$ cat src/rtl/delay_readback_pkg.sv
// Shared definitions for the delay-line readback path: FSM encoding,
// Q8.8 gain constants and the 16-bit saturation helper.
package delay_readback_pkg;

  typedef enum logic [2:0] {
    IDLE  = 3'd0,
    REQ   = 3'd1,
    WAIT  = 3'd2,
    SCALE = 3'd3,
    OUT   = 3'd4
  } state_t;

  localparam logic [15:0] GAIN_UNITY = 16'h0100;
  localparam logic [15:0] SAT_MAX    = 16'h7FFF;
  localparam logic [15:0] SAT_MIN    = 16'h8000;

  // Clamp a wide signed value into the signed 16-bit sample range.
  // The value fits when every bit from 32 down to 15 equals the sign bit.
  function automatic logic [15:0] saturate16(input logic signed [32:0] value);
    if (value[32:15] == {18{value[32]}}) begin
      return value[15:0];
    end else if (value[32]) begin
      return SAT_MIN;
    end else begin
      return SAT_MAX;
    end
  endfunction

endpackage

$ cat src/rtl/delay_readback_gain_scale.sv
// gain_scale: signed sample times unsigned Q8.8 gain, arithmetic shift by 8,
// saturated back to a signed 16-bit sample. Purely combinational so the
// recording path can share it.
module gain_scale
  import delay_readback_pkg::*;
(
  input  logic [15:0] data_in,
  input  logic [15:0] gain,
  output logic [15:0] data_out
);

  logic signed [32:0] product;
  logic signed [32:0] shifted;

  // Multiply as 33-bit signed (gain zero-extended), scale down, then clamp.
  // Unity gain takes the direct path; the product path yields the same value.
  always_comb begin
    product = $signed({{17{data_in[15]}}, data_in}) * $signed({17'd0, gain});
    shifted = product >>> 8;
    if (gain == GAIN_UNITY) begin
      data_out = data_in;
    end else begin
      data_out = saturate16(shifted);
    end
  end

endmodule

$ cat src/rtl/delay_readback.sv
// delay_readback: on each sample-rate strobe, reads the delayed sample from
// memory (write pointer minus delay), scales it by the playback gain and
// presents it with a one-cycle valid pulse. Reads that never complete are
// abandoned after TIMEOUT_CYCLES and report a zero sample.
module delay_readback
  import delay_readback_pkg::*;
#(
  parameter int TIMEOUT_CYCLES = 255,
  parameter int ADDR_W         = 16
) (
  input  logic              clk,
  input  logic              rst_n,
  input  logic              adc_clock,
  input  logic              enable,
  input  logic [ADDR_W-1:0] write_addr,
  input  logic [15:0]       delay_reverb,
  input  logic [15:0]       gain,
  input  logic              mem_ready,
  input  logic [15:0]       mem_data_in,
  output logic              mem_re,
  output logic [ADDR_W-1:0] mem_addr,
  output logic [15:0]       sample_out,
  output logic              sample_valid,
  output logic              timeout_err,
  output logic              overrun
);

  localparam int TW = $clog2(TIMEOUT_CYCLES + 1);
  localparam logic [TW-1:0] TIMER_LAST = TW'(TIMEOUT_CYCLES - 1);

  logic              sync1_q, sync1_d;
  logic              sync2_q, sync2_d;
  logic              sync3_q, sync3_d;
  logic [1:0]        fill_q, fill_d;
  logic              armed_q, armed_d;
  logic              tick_q, tick_d;

  state_t            state_q, state_d;
  logic              mem_re_q, mem_re_d;
  logic [ADDR_W-1:0] mem_addr_q, mem_addr_d;
  logic [TW-1:0]     timer_q, timer_d;
  logic [15:0]       data_q, data_d;
  logic [15:0]       scaled_q, scaled_d;
  logic [15:0]       sample_out_q, sample_out_d;
  logic              sample_valid_q, sample_valid_d;
  logic              timeout_err_q, timeout_err_d;
  logic              overrun_q, overrun_d;
  logic [15:0]       scaled_w;

  gain_scale u_gain_scale (
    .data_in  (data_q),
    .gain     (gain),
    .data_out (scaled_w)
  );

  // Strobe synchronizer and edge detect. The edge only counts once sync2 has
  // held a genuinely sampled low level, so a strobe already high at reset
  // release does not produce a phantom tick.
  always_comb begin
    sync1_d = adc_clock;
    sync2_d = sync1_q;
    sync3_d = sync2_q;
    fill_d  = {fill_q[0], 1'b1};
    armed_d = armed_q | (fill_q[1] & ~sync2_q);
    tick_d  = sync2_q & ~sync3_q & armed_q;
  end

  // Readback sequencer: request, wait with timeout, scale, present.
  always_comb begin
    state_d        = state_q;
    mem_re_d       = mem_re_q;
    mem_addr_d     = mem_addr_q;
    timer_d        = timer_q;
    data_d         = data_q;
    scaled_d       = scaled_q;
    sample_out_d   = sample_out_q;
    sample_valid_d = 1'b0;
    timeout_err_d  = 1'b0;
    overrun_d      = tick_q & (state_q != IDLE);
    case (state_q)
      IDLE: begin
        if (tick_q && enable) begin
          state_d = REQ;
        end
      end
      REQ: begin
        mem_addr_d = write_addr - ADDR_W'(delay_reverb);
        mem_re_d   = 1'b1;
        timer_d    = '0;
        state_d    = WAIT;
      end
      WAIT: begin
        if (mem_ready) begin
          data_d   = mem_data_in;
          mem_re_d = 1'b0;
          state_d  = SCALE;
        end else if (timer_q == TIMER_LAST) begin
          mem_re_d       = 1'b0;
          timeout_err_d  = 1'b1;
          sample_out_d   = '0;
          sample_valid_d = 1'b1;
          state_d        = IDLE;
        end else begin
          timer_d = timer_q + TW'(1);
        end
      end
      SCALE: begin
        scaled_d = scaled_w;
        state_d  = OUT;
      end
      OUT: begin
        sample_out_d   = scaled_q;
        sample_valid_d = 1'b1;
        state_d        = IDLE;
      end
      default: begin
        state_d = IDLE;
      end
    endcase
  end

  // State and datapath registers; reset abandons any read in flight.
  always_ff @(posedge clk or negedge rst_n) begin
    if (!rst_n) begin
      sync1_q        <= 1'b0;
      sync2_q        <= 1'b0;
      sync3_q        <= 1'b0;
      fill_q         <= '0;
      armed_q        <= 1'b0;
      tick_q         <= 1'b0;
      state_q        <= IDLE;
      mem_re_q       <= 1'b0;
      mem_addr_q     <= '0;
      timer_q        <= '0;
      data_q         <= '0;
      scaled_q       <= '0;
      sample_out_q   <= '0;
      sample_valid_q <= 1'b0;
      timeout_err_q  <= 1'b0;
      overrun_q      <= 1'b0;
    end else begin
      sync1_q        <= sync1_d;
      sync2_q        <= sync2_d;
      sync3_q        <= sync3_d;
      fill_q         <= fill_d;
      armed_q        <= armed_d;
      tick_q         <= tick_d;
      state_q        <= state_d;
      mem_re_q       <= mem_re_d;
      mem_addr_q     <= mem_addr_d;
      timer_q        <= timer_d;
      data_q         <= data_d;
      scaled_q       <= scaled_d;
      sample_out_q   <= sample_out_d;
      sample_valid_q <= sample_valid_d;
      timeout_err_q  <= timeout_err_d;
      overrun_q      <= overrun_d;
    end
  end

  assign mem_re       = mem_re_q;
  assign mem_addr     = mem_addr_q;
  assign sample_out   = sample_out_q;
  assign sample_valid = sample_valid_q;
  assign timeout_err  = timeout_err_q;
  assign overrun      = overrun_q;

endmodule

$ cat config.mk
export PLATFORM = sky130hd
export DESIGN_NAME = delay_readback
export DESIGN_NICKNAME = d
export VERILOG_FILES = /design/src/rtl/delay_readback_pkg.sv /design/src/rtl/delay_readback_gain_scale.sv /design/src/rtl/delay_readback.sv
export SDC_FILE = /design/constraint.sdc
export NUM_CORES = 1
export LEC_CHECK = 0
export ABC_AREA = 1
export BUFFER_PORTS_ARGS = -buffer_cell sky130_fd_sc_hd__buf_2
export CAP_MARGIN = 20
export CORE_MARGIN = 4
export CORE_UTILIZATION = 55
export CTS_CLUSTER_DIAMETER = 200
export DETAILED_ROUTE_END_ITERATION = 8
export GPL_TIMING_DRIVEN = 0
export PLACE_DENSITY = 0.78
export SYNTH_ARGS = -nofsm -noshare
export SYNTH_HDL_FRONTEND = slang
export SYNTH_SLANG_ARGS = --single-unit
export TNS_END_PERCENT = 5
$ cat constraint.sdc
create_clock -name clk -period 17.56 [get_ports clk]
set_input_delay 0.878 -clock clk [delete_from_list [all_inputs] [get_ports clk]]
set_output_delay 0.878 -clock clk [all_outputs]
set_load 0.01 [all_outputs]
* After elaboration in Yosys (flattened, before gate mapping)
Cells that the tools add are included.
** Storage, ports and cells
- Input bits :: 69
- Word-level logic and storage cells :: 68
- Output and inout port bits :: 36
- Register bits after elaboration :: 86
** Cells by class
- $add $sub $neg :: 2
- Equal/unequal tests :: 12
- Bitwise operators :: 7
- Reductions and logical operators :: 10
- Mux-type cells :: 20
- $mul :: 1
** Operators by type and width (number)
- $mux 16 :: 5
- $mul 16x17->33 :: 1
- $pmux 16 s2 :: 1
- $eq 16x9->1 const B :: 1
- $mux 8 :: 2
- $pmux 8 s2 :: 1
- $sub 16x16->16 :: 1
- $pmux 3 s4 :: 1
- $eq 9x9->1 :: 1
- $mux 3 :: 3
- $add 8x1->8 const B :: 1
- $eq 8x8->1 const B :: 1
- $ne 2x2->1 const B :: 4
- $eq 3x2->1 const B :: 2
- $reduce_and 2->1 :: 3
- $reduce_and 3->1 :: 2
- $mux 1 :: 5
- $and 1x1->1 :: 4
- $pmux 1 s2 :: 2
- $reduce_bool 2->1 :: 2
- $eq 3x1->1 const B :: 1
- $eq 3x3->1 const B :: 1
- $logic_not 3->1 :: 1
- $ne 3x3->1 const B :: 1
- 4 further kinds :: 5

* Depth between registers and ports, before layout
- Depth after elaboration :: 4
- Depth in mapped cells :: 36
- Depth with buffers taken out :: 33

* Modules after synthesis
Synthesis repeated with hierarchy kept, for this count alone.
** Unflattened totals
- Cells, all modules :: 2095
- Area, all modules :: 14871.8 µm²
** By module, submodules not included
- gain_scale :: area an instance 10466.3 µm², seq. area each 0.0 µm², cells each 1558, times used 1
- delay_readback :: area an instance 4405.5 µm², seq. area each 2152.1 µm², cells each 537, times used 1

* Worst setup path before layout
No wires, ideal clock.
- Path kind :: input to register
- From :: input gain[7]
- To :: register scaled_q[5]
- Required time :: 17.444 ns
- Data arrival time :: 6.527 ns
- Stages :: 34
- Setup time :: 0.116 ns
- Buffers on the path :: 3
- Setup slack :: 10.917 ns
- Path through :: clkbuf_1 buf_1 nand2_1 fa_1 inv_1 fa_1 inv_1 fa_1 inv_1 fa_1 fa_1 inv_1 fa_1 inv_1 ha_1 nand2_1 inv_1 nand2_1 nand2_1 a21oi_1 nand2_2 nand2_4 nand3_2 nand2_8 nand2_1 nand2_1 nand2_2 nor2_1 nand2_1 nand2_4 buf_6 nand3_1 nand2_1 nand2_1
** On the way
- Cells in the longest elaborated chain, start to end :: 4
- Elaborated cells on any way between the ends :: 6
- Those cells by class :: 1 x mul; 2 x eq/ne; 3 x mux
** RTL lines
- start, declared :: line delay_readback.sv:17 : input logic [15:0] gain,
- $mul 16x17->33 :: line delay_readback_gain_scale.sv:18 : product = $signed({{17{data_in[15]}}, data_in}) * $signed({17'd0, gain});
- $eq 9x9->1 / $mux 16 (equally long branches) :: line delay_readback_pkg.sv:20, delay_readback_pkg.sv:22
- $mux 16 :: line delay_readback_pkg.sv:20 : if (value[32:15] == {18{value[32]}}) begin
- $mux 16 (*) :: line delay_readback_gain_scale.sv:20 : if (gain == GAIN_UNITY) begin
- end signal, assigned :: line delay_readback.sv:153 : scaled_q <= scaled_d;
- end, declared :: line delay_readback.sv:43 : logic [15:0] scaled_q, scaled_d;
Mark *: on every way between the ends. The rest lies on a longest branch, timed or not.
A chain may end at the register's enable or synchronous reset.

* Final worst setup path
- From :: input gain[5]
- To :: register scaled_q[5]
The elaborated chain is that of the path after synthesis.

==> flow_metrics.py <==
metrics = {
    "timing": {
        "rsz0062_at_grt": "no",
        "timing.fmax_mhz": 132.5,
        "slew_viol_final": 0,
        "setup_slack_ps": 10010,
        "skew_ps": 6.435,
        "period_needed_ps": 7546,
        "finalHoldViolCount": 0,
        "worstMarginPinSlew_ps": 1016,
        "timing.final.crit_share": 0.4297,
        "slew-limit-headroom": 0.3173,
        "fin_setup_tns_ps": 0,
        "setup_viol": 0,
    },
    "placed_design": {
        "dpl.cell_count": 2422,
        "place_congestion": 1.029,
        "hpwl_mm": 31.38,
        "port_buffers": 89,
        "place_ws_ps": 9753,
    },
    "global_routing": {
        "grt_max_degree": 75,
        "grt_pass1_wl_mm": 63.22,
        "first_global_vias": 12551,
        "overflow": 0,
        "grt_antenna_before_repair": 0,
        "grt_usage": 0.2756,
    },
    "synth": {
        "synth_cells": 2002,
        "avgSynthCellArea_um2": 7.151,
        "seq_area_frac_synth": 0.1503,
        "synthArstFlopShare": 1.000,
        "syn_area_mm2": 0.01432,
        "synth_mux_area_frac": 0,
        "synth-xor-area-share": 0.01835,
        "syn_nets": 2401,
        "ys_ff_latch": 86,
        "synthAdderAreaFrac": 0.3901,
        "synth_top_family_by_area": "adder cells",
        "ys_warn_count": 0,
        "synth.distinct_cells": 44,
        "synth_ff_type": "dfrtp_1",
        "synth_compound_area_frac": 0.04160,
        "synth-edff-count": 0,
        "synthSimpleGateAreaFrac": 0.2301,
    },
    "critical_path": {
        "crit_top_cell": "nand2_1",
        "worst-setup-path-type": "primary input to flop",
        "crit_fanout": 10,
        "arrival_ps": 7780,
        "critical_path_required_ps": 17790,
        "cpMaxStageDelayCell": "clkbuf_1",
        "critPathLaunchType": "primary input",
        "crit_path_max_incr_delay_ps": 730,
        "endpoint_kind": "flop",
    },
    "floorplan": {
        "io_pins": 105,
        "coreArea_mm2": 0.02540,
        "rows": 58,
        "fp.dieH_um": 169.3,
        "die_w_um": 169.3,
        "initial_core_util": 0.5636,
        "die_area_mm2": 0.02867,
    },
    "clock_tree": {
        "path_clk_slew_ps": 70,
        "ctsHoldBuffers": 0,
        "cts.sinks": 86,
        "cts_tree": "built",
        "cts-buffers-inserted": 9,
        "root_buffer": "clkbuf_16",
        "cts_htree_levels": 3,
        "postCtsResizedCells": 0,
        "cts_setup_buffers": 0,
        "cts.path.max_buffers": 2,
        "clkLatencyLatePin_ps": 340,
    },
    "run_status": {
        "run_status": "finished, final reports clean",
    },
    "detailed_routing": {
        "routed_wl_mm": 38.42,
        "drc": 0,
        "vias": 12428,
        "wire_per_inst_um": 15.76,
        "ant_nets": 0,
        "drt_iter0_drc": 1207,
        "firstDrtPassIters": 6,
        "vias_per_cell": 5.098,
    },
    "hold_path": {
        "hold_path_class": "flop to flop",
    },
    "layout": {
        "syn_to_final_growth_pct": 8.329,
        "drive_gt1_frac": 0.06689,
        "fillers": 2303,
        "final_common_cell": "nand2_1",
        "final_cell_mix": "nand2_1, inv_1, fa_1",
        "nets": 2502,
        "antenna_cells": 0,
        "instances_no_fill": 2438,
    },
    "run": {
        "timing.max_cap.violations": 0,
    },
}
-- state kept, by name (all words and copies together), names as in the netlist --
register and flops:
timer_q 8, state_q 3, fill_q 2, mem_addr 16, timeout_err 1, tick_q 1
sync1_q 1, overrun 1, sample_out 16, sync2_q 1, data_q 16, mem_re 1
armed_q 1, sample_valid 1, sync3_q 1, scaled_q 16
-- cell usage after synthesis (4+ instances only) --
| cell | instances | area share |
|---|---|---|
| nand2_1 | 618 | 0.16 |
| inv_1 | 556 | 0.15 |
| fa_1 | 194 | 0.27 |
| ha_1 | 136 | 0.12 |
| dfrtp_1 | 86 | 0.15 |
| nand3_1 | 71 | 0.025 |
| clkbuf_1 | 67 | 0.018 |
| nor2_1 | 62 | 0.016 |
| o21ai_0 | 56 | 0.020 |
| a21oi_1 | 32 | 0.011 |
| xor2_1 | 17 | 0.010 |
| nor3_1 | 16 | 0.0056 |
| xnor2_1 | 13 | 0.0080 |
| nand2_2 | 8 | 0.0035 |
| a31oi_1 | 7 | 0.0031 |
| nand4_1 | 7 | 0.0031 |
| buf_1 | 5 | 0.0013 |
| buf_2 | 4 | 0.0014 |
| nand2_4 | 4 | 0.0031 |
-- per-stage QoR --
stage	util	instance area, µm²	hold WS [ps]
after floorplan	-	14320	331.2
after global placement	0.5974	15170	333.1
after detailed placement	0.5986	15200	335.5
after CTS	0.6106	15510	350.8
after global routing	0.6106	15510	354.7
final	0.6106	15510	350.8
-- routing by layer --
metal	GRT usage	vias up	wire length (µm)
met3	0.05521	109	3652
li1	-	5983	-
met1	0.3649	5802	15320
met4	0.1085	0	1907
met5	0	-	0
met2	0.4490	534	17540
-- worst paths after layout --
| kind | startpoint | cells after the start | end | slack, ps |
|---|---|---|---|---|
| max | gain[5] | 35 | scaled_q[5] | 10010 |
| min | fill_q[0] | 0 | fill_q[1] | 350 |
| max reg2reg | data_q[7] | 35 | scaled_q[5] | 10100 |
| min reg2reg | fill_q[0] | 0 | fill_q[1] | 350 |
| max in group asynchronous | rst_n | 2 | scaled_q[7] | 16560 |
| min in group asynchronous | rst_n | 1 | mem_addr[7] | 380 |
-- cells by family (layout without fill, tap and decap cells) --
kind of cell             count (synthesis)  count (layout)
other                                    1               1
AND/OR/NAND/NOR                        806             806
XOR/XNOR                                30              30
buffers and inverters                  639             745
AO/OA/AOI/OAI                          110             110
adder cells (fa/ha/maj)                330             330
flip-flops                              86              86
-- worst max-delay path, delay by kind of cell --
kind | cells | cell delay, ps
fa+ha+maj | 7 | 3450
buf+inv | 9 | 1630
simple gates | 19 | 1810
-- layout make-up --
class                      count  area, µm²  area share
buffer                        79      320.3     0.02065
timing repair buffer          90      475.5     0.03066
tap                          330      412.9     0.02662
clock inverter                 7      78.83    0.005083
multi-input combinational   1277       9742      0.6282
sequential                    86       2152      0.1388
inverter                     560       2102      0.1355
clock buffer                   9      225.2     0.01452
Power is not shown: default switching activity piles up to over one toggle a cycle in this logic, so the estimate is an artifact.
